<file path="config.mk">
export PLATFORM = sky130hd
export DESIGN_NAME = control
export DESIGN_NICKNAME = d
export VERILOG_FILES = /design/src/rtl/control.sv
export SDC_FILE = /design/constraint.sdc
export NUM_CORES = 1
export LEC_CHECK = 0
export CAP_MARGIN = 20
export CORE_UTILIZATION = 27
export DETAILED_ROUTE_END_ITERATION = 16
export PLACE_DENSITY_LB_ADDON = 0.05
export SLEW_MARGIN = 20
export SYNTH_ARGS = -nofsm -noshare
export SYNTH_HDL_FRONTEND = slang
export SYNTH_SLANG_ARGS = --single-unit
export TNS_END_PERCENT = 30
</file>
<file path="constraint.sdc">
create_clock -name clk5 -period 1.9 [get_ports clk5]
set_input_delay 0.285 -clock clk5 [delete_from_list [all_inputs] [get_ports clk5]]
set_output_delay 0.285 -clock clk5 [all_outputs]
set_load 0.01 [all_outputs]
</file>
<file path="src/rtl/control.sv">
// Stopwatch run/halt control: two debounced pushbuttons driving a two-state FSM.
// A button acts only on its debounced rising edge, and stop wins over start in the same cycle.
module control #(
  parameter int DEBOUNCE_CYCLES = 2
) (
  input  logic clk5,
  input  logic reset,
  input  logic startPB,
  input  logic stopPB,
  output logic run
);

  typedef enum logic {STOPPED = 1'b0, RUNNING = 1'b1} state_t;

  localparam logic [3:0] CNT_LAST = 4'(DEBOUNCE_CYCLES - 1);
  localparam int START = 0;
  localparam int STOP  = 1;

  state_t          state;
  logic [1:0]      raw;
  logic [1:0]      s1;
  logic [1:0]      s2;
  logic [1:0]      db;
  logic [1:0]      db_q;
  logic [1:0]      press;
  logic [1:0][3:0] cnt;

  assign raw   = {stopPB, startPB};
  assign press = db & ~db_q;

  // Synchronizer -> debounce -> edge history, one lane per button
  always_ff @(posedge clk5 or negedge reset) begin
    if (!reset) begin
      s1   <= '0;
      s2   <= '0;
      db   <= '0;
      db_q <= '0;
      cnt  <= '0;
    end else begin
      s1   <= raw;
      s2   <= s1;
      db_q <= db;
      for (int i = 0; i < 2; i++) begin
        if (s2[i] == db[i]) begin
          cnt[i] <= '0;
        end else if (cnt[i] == CNT_LAST) begin
          db[i]  <= s2[i];
          cnt[i] <= '0;
        end else begin
          cnt[i] <= cnt[i] + 4'd1;
        end
      end
    end
  end

  // Run/halt FSM; run is registered together with the state
  always_ff @(posedge clk5 or negedge reset) begin
    if (!reset) begin
      state <= STOPPED;
      run   <= 1'b0;
    end else begin
      unique case (state)
        STOPPED: begin
          if (press[START] && !press[STOP]) begin
            state <= RUNNING;
            run   <= 1'b1;
          end
        end
        RUNNING: begin
          if (press[STOP]) begin
            state <= STOPPED;
            run   <= 1'b0;
          end
        end
        default: begin
          state <= STOPPED;
          run   <= 1'b0;
        end
      endcase
    end
  end

endmodule

</file>
==> results of run 1 <==
stage by stage:
stage,hold WS [ps],instances
6_report,320,90
5_1_grt,338,90
4_1_cts,314,90
3_5_place_dp,336,87
3_3_place_gp,332,87
2_1_floorplan,-10.6,54
registers in the layout, indices dropped and copies added (netlist names):
signal  cells
run         1
db_q        2
db          2
s2          2
state       1
cnt         8
s1          2
Yosys cell counts:
cell type,instances
dfrtp_1,18
nor2_1,8
ha_1,4
xnor2_1,4
nand2_1,3
a21o_1,2
inv_1,2
mux2_1,2
nand3_1,2
nor2_2,2
xor2_1,2
a21oi_1,1
nand2b_1,1
nor2b_1,1
o21a_1,1
o21ai_1,1
final timing paths:
| path | from | depth (start not counted) | endpoint |
|---|---|---|---|
| worst max-delay path | run | 1 | run |
| worst min-delay path | reset | 2 | run |
| worst max register to register | cnt[4] | 3 | db[1] |
| worst min register to register | s1[0] | 0 | s2[0] |
| max in group asynchronous | reset | 2 | s2[0] |
| min in group clk5 | s1[0] | 0 | s2[0] |
routing by layer:
metal | up-vias | part of all wire | global-route usage
li1 | 190 | - | -
met1 | 177 | 0.52 | 0.118
met2 | 5 | 0.43 | 0.135
met3 | 2 | 0.036 | 0.0203
met4 | 0 | 0.011 | 0.0658
met5 | - | 0 | 0
report_power, final:
group	switching [uW]	internal [uW]	leakage, uW
Combinational	136	149	0.000127
Sequential	80.1	495	0.000224
Clock	103	73.4	0.0000138
Total	319	717	0.000365
area by class of cell:
type / instances / area [um2] / area share
well taps: 28 / 35.0 / 0.0440
repair buffers: 5 / 47.5 / 0.0597
multi-input cells: 34 / 234 / 0.294
clock buffers: 3 / 22.5 / 0.0283
flip-flops and latches: 18 / 450 / 0.565
inverters: 2 / 7.51 / 0.00942
kinds of logic after synthesis:
logic type | Yosys count | share of synthesized area
AOI/OAI and AO/OA | 5 | 0.0470
xor gates and xnor gates | 6 | 0.0759
adders and majority gates | 4 | 0.0723
buffers and inverters | 2 | 0.0109
DFF | 18 | 0.651
muxes | 2 | 0.0325
and+or+nand+nor | 17 | 0.110
worst register-to-register path: stages, from the launching register on:
cell,delay (ps)
dfrtp_1,430
ha_1,230
nand2_1,70
mux2_1,310
==> metrics.md, run 1 <==
| Metric | Value |
|---|---|
| Layout cells sized above 1 | 0.0968 |
| Placed Area | 774 um2 |
| Setup repair after global routing missed its margin | no |
| Clock sink count | 18 |
| Most frequent cells in the layout | 18 x dfrtp_1, 8 x nor2_1, 4 x xnor2_1, 4 x ha_1, 4 x clkdlybuf4s50_1 |
| Largest net degree at the start of global routing | 19 |
| Root Buffer | clkbuf_4 |
| DRC viols | 0 |
| CP peak stage delay | 540 ps |
| Initial DRC count | 1 |
| Largest cells by area after synthesis | dfrtp_1 65%, ha_1 7.2%, xnor2_1 5.1% |
| CTS buffer count | 3 |
| Pre-CTS setup slack | 733 ps |
| Die area | 2770 um2 |
| Mapped cell area | 692 um2 |
| Sequential area share after synthesis | 0.651 |
| Tot Pwr | 1040 uW |
| CP Max Fanout | 3 |
| # setup viols final | 0 |
| Final Max Tran Viols | 0 |
| Maximum vdd drop | 0.508 mV |
| Worst setup margin | 422 ps |
| Slew Limit Headroom | 0.848 |
| Pwr per Cell Area | 1300 nW/um2 |
| DP HPWL | 639 um |
| CP delay by family, top | buffers and inverters |
| Die H | 52.6 um |
| Share of the synthesized area in the top cell type | 0.651 |
| Diode count | 0 |
| Post-layout util | 0.344 |
| Post-Syn Nets | 62 |
| Crit path buf inv count | 1 |
| Worst setup SP type | register |
| Commonest non-fill, non-tap cell in the layout | dfrtp_1 |
| CP arrival | 1190 ps |
| Crit path max-delay cell type | clkdlybuf4s50_1 |
| Port Buffers | 4 |
| # rows | 17 |
| Unique cell type count in the Yosys netlist | 16 |
| CTS resizes | 0 |
| Status | complete, no violations |
| Worst-Margin Slew | 229 ps |
| CTS H-tree depth | 1 |
| Hold crit path type | in2async |
| Routed len/inst | 9.69 um |
| Fmax | 0.677 GHz |
| Vias in the first global route | 412 |
| Via count | 374 |
| Area grow syn2layout | 15.2% |
| Drt total wl | 872 um |
| Worst clock skew | 2.34 ps |
| CTS Hold Buffers Added | 0 |
| Mean post-synth cell area | 12.8 um2 |
| Pre-Repair DR Iteration Count | 3 |
| Initial antenna violation count | 0 |
| RePlAce Congestion | 0.627 |
| CP Cell Sequence | clkdlybuf4s50_1 |
| Gr ovfl total | 0 |
| Leak Pwr | 0.000365 uW |
| Final hold vios | 0 |
| Mean number of vias per cell | 4.16 |
| Crit Path Class | reg2out |
| Post-Layout Inst Area | 797 um2 |
| Clk slew on worst S/H paths | 90 ps |
| Post-route minimum period | 1480 ps |
| Post-CTS Setup Inserts | 0 |
| Initial Utilization | 0.298 |
| Routed Antenna Nets | 0 |
| Area leader, netlist | dfrtp_1 |
| Die X | 52.6 um |
| GR Util All Layers | 0.0920 |
| Clk_lat worst skew | 280 ps |
| Crit end category | output pin |
| # IOs | 5 |
| Final setup TNS | 0 ps |
| Period utilization | 0.778 |
| Layout fillers | 229 |
| Core footprint | 2320 um2 |
| CTS tree | yes |
| Max Root-Sink Buffers | 2 |
| Ys Warns | 0 |
| First-pass GRT wire length | 1.79 mm |
| Fin nets | 72 |
| Worst EP required | 1620 ps |
| Synthesized flop and latch total | 18 |
| Reg-to-reg slack, setup | 750 ps |
| Max-capacitance violation count | 0 |
| Cell count after synthesis | 54 |
Power figures use the tool's default switching activity.
==> run 2, diff against run 1 <==
==> constraint.sdc (replaced) <==
create_clock -name clk5 -period 1.22 [get_ports clk5]
set_input_delay 0.183 -clock clk5 [delete_from_list [all_inputs] [get_ports clk5]]
set_output_delay 0.183 -clock clk5 [all_outputs]
set_load 0.01 [all_outputs]
==> metrics.md, run 2 (synthesized netlist as in run 1, its figures left out) <==
| Metric | Value |
|---|---|
| Status | complete, no violations |
| Root Buffer | clkbuf_4 |
| Clk_lat worst skew | 280 ps (about the same) |
| # rows | 17 (unchanged) |
| Core footprint | 2320 um2 (unchanged) |
| Register area | 450 um2 (unchanged) |
| CP arrival | 970 ps (-220 ps) |
| Commonest non-fill, non-tap cell in the layout | dfrtp_1 |
| Worst-Margin Slew | 233 ps (+3.93 ps) |
| Area occupied by multi-input gates | 234 um2 (unchanged) |
| Die X | 52.6 um (unchanged) |
| CP peak stage delay | 400 ps (-140 ps) |
| Worst clock skew | 0.556 ps (-1.79 ps) |
| Hold crit path type | in2async |
| Worst EP required | 1040 ps (-580 ps) |
| Start of the worst register-to-register path | cnt[4] |
| CTS buffer count | 3 (unchanged) |
| Max-capacitance violation count | 0 (unchanged) |
| Reg-to-reg slack, setup | 100 ps (-650 ps) |
| CP Max Fanout | 3 (unchanged) |
| Area grow syn2layout | 16.1% |
| RePlAce Congestion | 0.628 (+0.26%) |
| Crit end category | output pin |
| Post-layout util | 0.346 (+0.00270) |
| Max Root-Sink Buffers | 2 (unchanged) |
| Fin nets | 73 (+1.4%) |
| Initial Utilization | 0.298 (unchanged) |
| Via count | 380 (+1.6%) |
| R2r endpoint | db[1] |
| Routed len/inst | 10.5 um (+8.1%) |
| Crit path max-delay cell type | dfrtp_1 |
| First-pass GRT wire length | 1.75 mm (-2.7%) |
| Gr ovfl total | 0 (unchanged) |
| DP HPWL | 677 um (+6.0%) |
| Final hold vios | 0 (unchanged) |
| Largest net degree at the start of global routing | 19 (unchanged) |
| Die area | 2770 um2 (unchanged) |
| Diode count | 0 (unchanged) |
| Mean number of vias per cell | 4.18 (+0.49%) |
| Leak Pwr | 0.000369 uW (+1.2%) |
| Clock sink count | 18 (unchanged) |
| Port Buffers | 4 (unchanged) |
| Initial antenna violation count | 0 (unchanged) |
| CTS H-tree depth | 1 (unchanged) |
| Drt total wl | 953 um (+9.3%) |
| Critical Path Source | run |
| Max reg flops | 8 (unchanged) |
| DRC viols | 0 (unchanged) |
| # setup viols final | 0 (unchanged) |
| Vias in the first global route | 419 (+1.7%) |
| Post-route minimum period | 1150 ps |
| Crit path buf inv count | 1 (unchanged) |
| Pre-Repair DR Iteration Count | 2 (-1) |
| Die H | 52.6 um (unchanged) |
| Crit Path Class | reg2out |
| # IOs | 5 (unchanged) |
| Layout fillers | 242 (+5.7%) |
| Most frequent cells in the layout | 18 x dfrtp_1, 8 x nor2_1, 4 x xnor2_1, 4 x ha_1 |
| Routed Antenna Nets | 0 (unchanged) |
| Initial DRC count | 5 (+4) |
| Layout cells sized above 1 | 0.111 (+0.0143) |
| Maximum vdd drop | 0.747 mV (+47%) |
| Crit path capture | run |
| Post-CTS Setup Inserts | 0 (unchanged) |
| CTS tree | yes |
| Final setup TNS | 0 ps (unchanged) |
| Worst setup SP type | register |
| Largest register by flop count | cnt |
| Setup repair after global routing missed its margin | no |
| CP Depth | 1 (unchanged) |
| Slew Limit Headroom | 0.845 (-0.00262) |
| Pwr per Cell Area | 2050 nW/um2 (+58%) |
| Fmax | 0.871 GHz |
| Final Max Tran Viols | 0 (unchanged) |
| CP delay by family, top | flip-flops |
| CP Cell Sequence | dlygate4sd2_1 |
| Clk slew on worst S/H paths | 100 ps (about the same) |
| Period utilization | 0.941 |
| Worst R2R Path Depth | 3 (unchanged) |
| GR Util All Layers | 0.0931 (+0.00116) |
[run 2: cell types whose count changed in the layout (fill, tap and decap cells not counted), sizes merged]
cell           delta
buf               +1
dlygate4sd2       +1
clkdlybuf4s50     -1
[run 2: where the power goes]
part | switching, uW | internal [uW] | total [uW]
Clock | 175 | 115 | 290
Combinational | 224 | 240 | 464
Sequential | 123 | 771 | 894
Total | 521 | 1130 | 1650
[run 2: metrics by stage]
stage | power [uW] | setup WS, ps | hold WS (ps) | std cells | instance area [um2]
final | 1650 | 71.8 | 214 | 91 | 803
after global routing | 1800 | 5.16 | 216 | 91 | 803
after CTS | 1690 | 46.9 | 213 | 91 | 803
after detailed placement | 1400 | 103 | 336 | 88 | 782
after global placement | 1400 | 111 | 333 | 88 | 782
after floorplan | 1240 | 139 | -113 | 54 | 692
[run 2: repair_timing]
action                     in CTS  in global routing
setup endpoints to repair       1                  0
hold buffers                    0                  0
gates resized for setup         1                  0
[run 2: area by class of cell]
type                       instances  area share
timing repair buffer               6      0.0670
multi-input combinational         34       0.291
sequential                        18       0.561
inverter                           2     0.00935
clock buffer                       3      0.0280
tap                               28      0.0436
[run 2: worst min path at each step]
| stage | from | end | slack (ps) | cells past startpoint |
|---|---|---|---|---|
| 3_5_place_dp | s1[1] | s2[1] | 340 | 0 |
| 4_1_cts | reset | s1[0] | 210 | 2 |
| 5_1_grt | reset | s2[0] | 220 | 2 |
| 2_1_floorplan | reset | cnt[0] | -110 | 0 |
| 6_report | reset | s1[0] | 210 | 2 |
| 3_3_place_gp | s1[1] | s2[1] | 330 | 0 |
[run 2: layer usage]
metal,GRT usage,vias up,share of wire
li1,-,192,-
met1,0.112,183,0.48
met2,0.141,5,0.48
met3,0.0348,0,0.036
met4,0.0526,0,0
met5,0,-,0
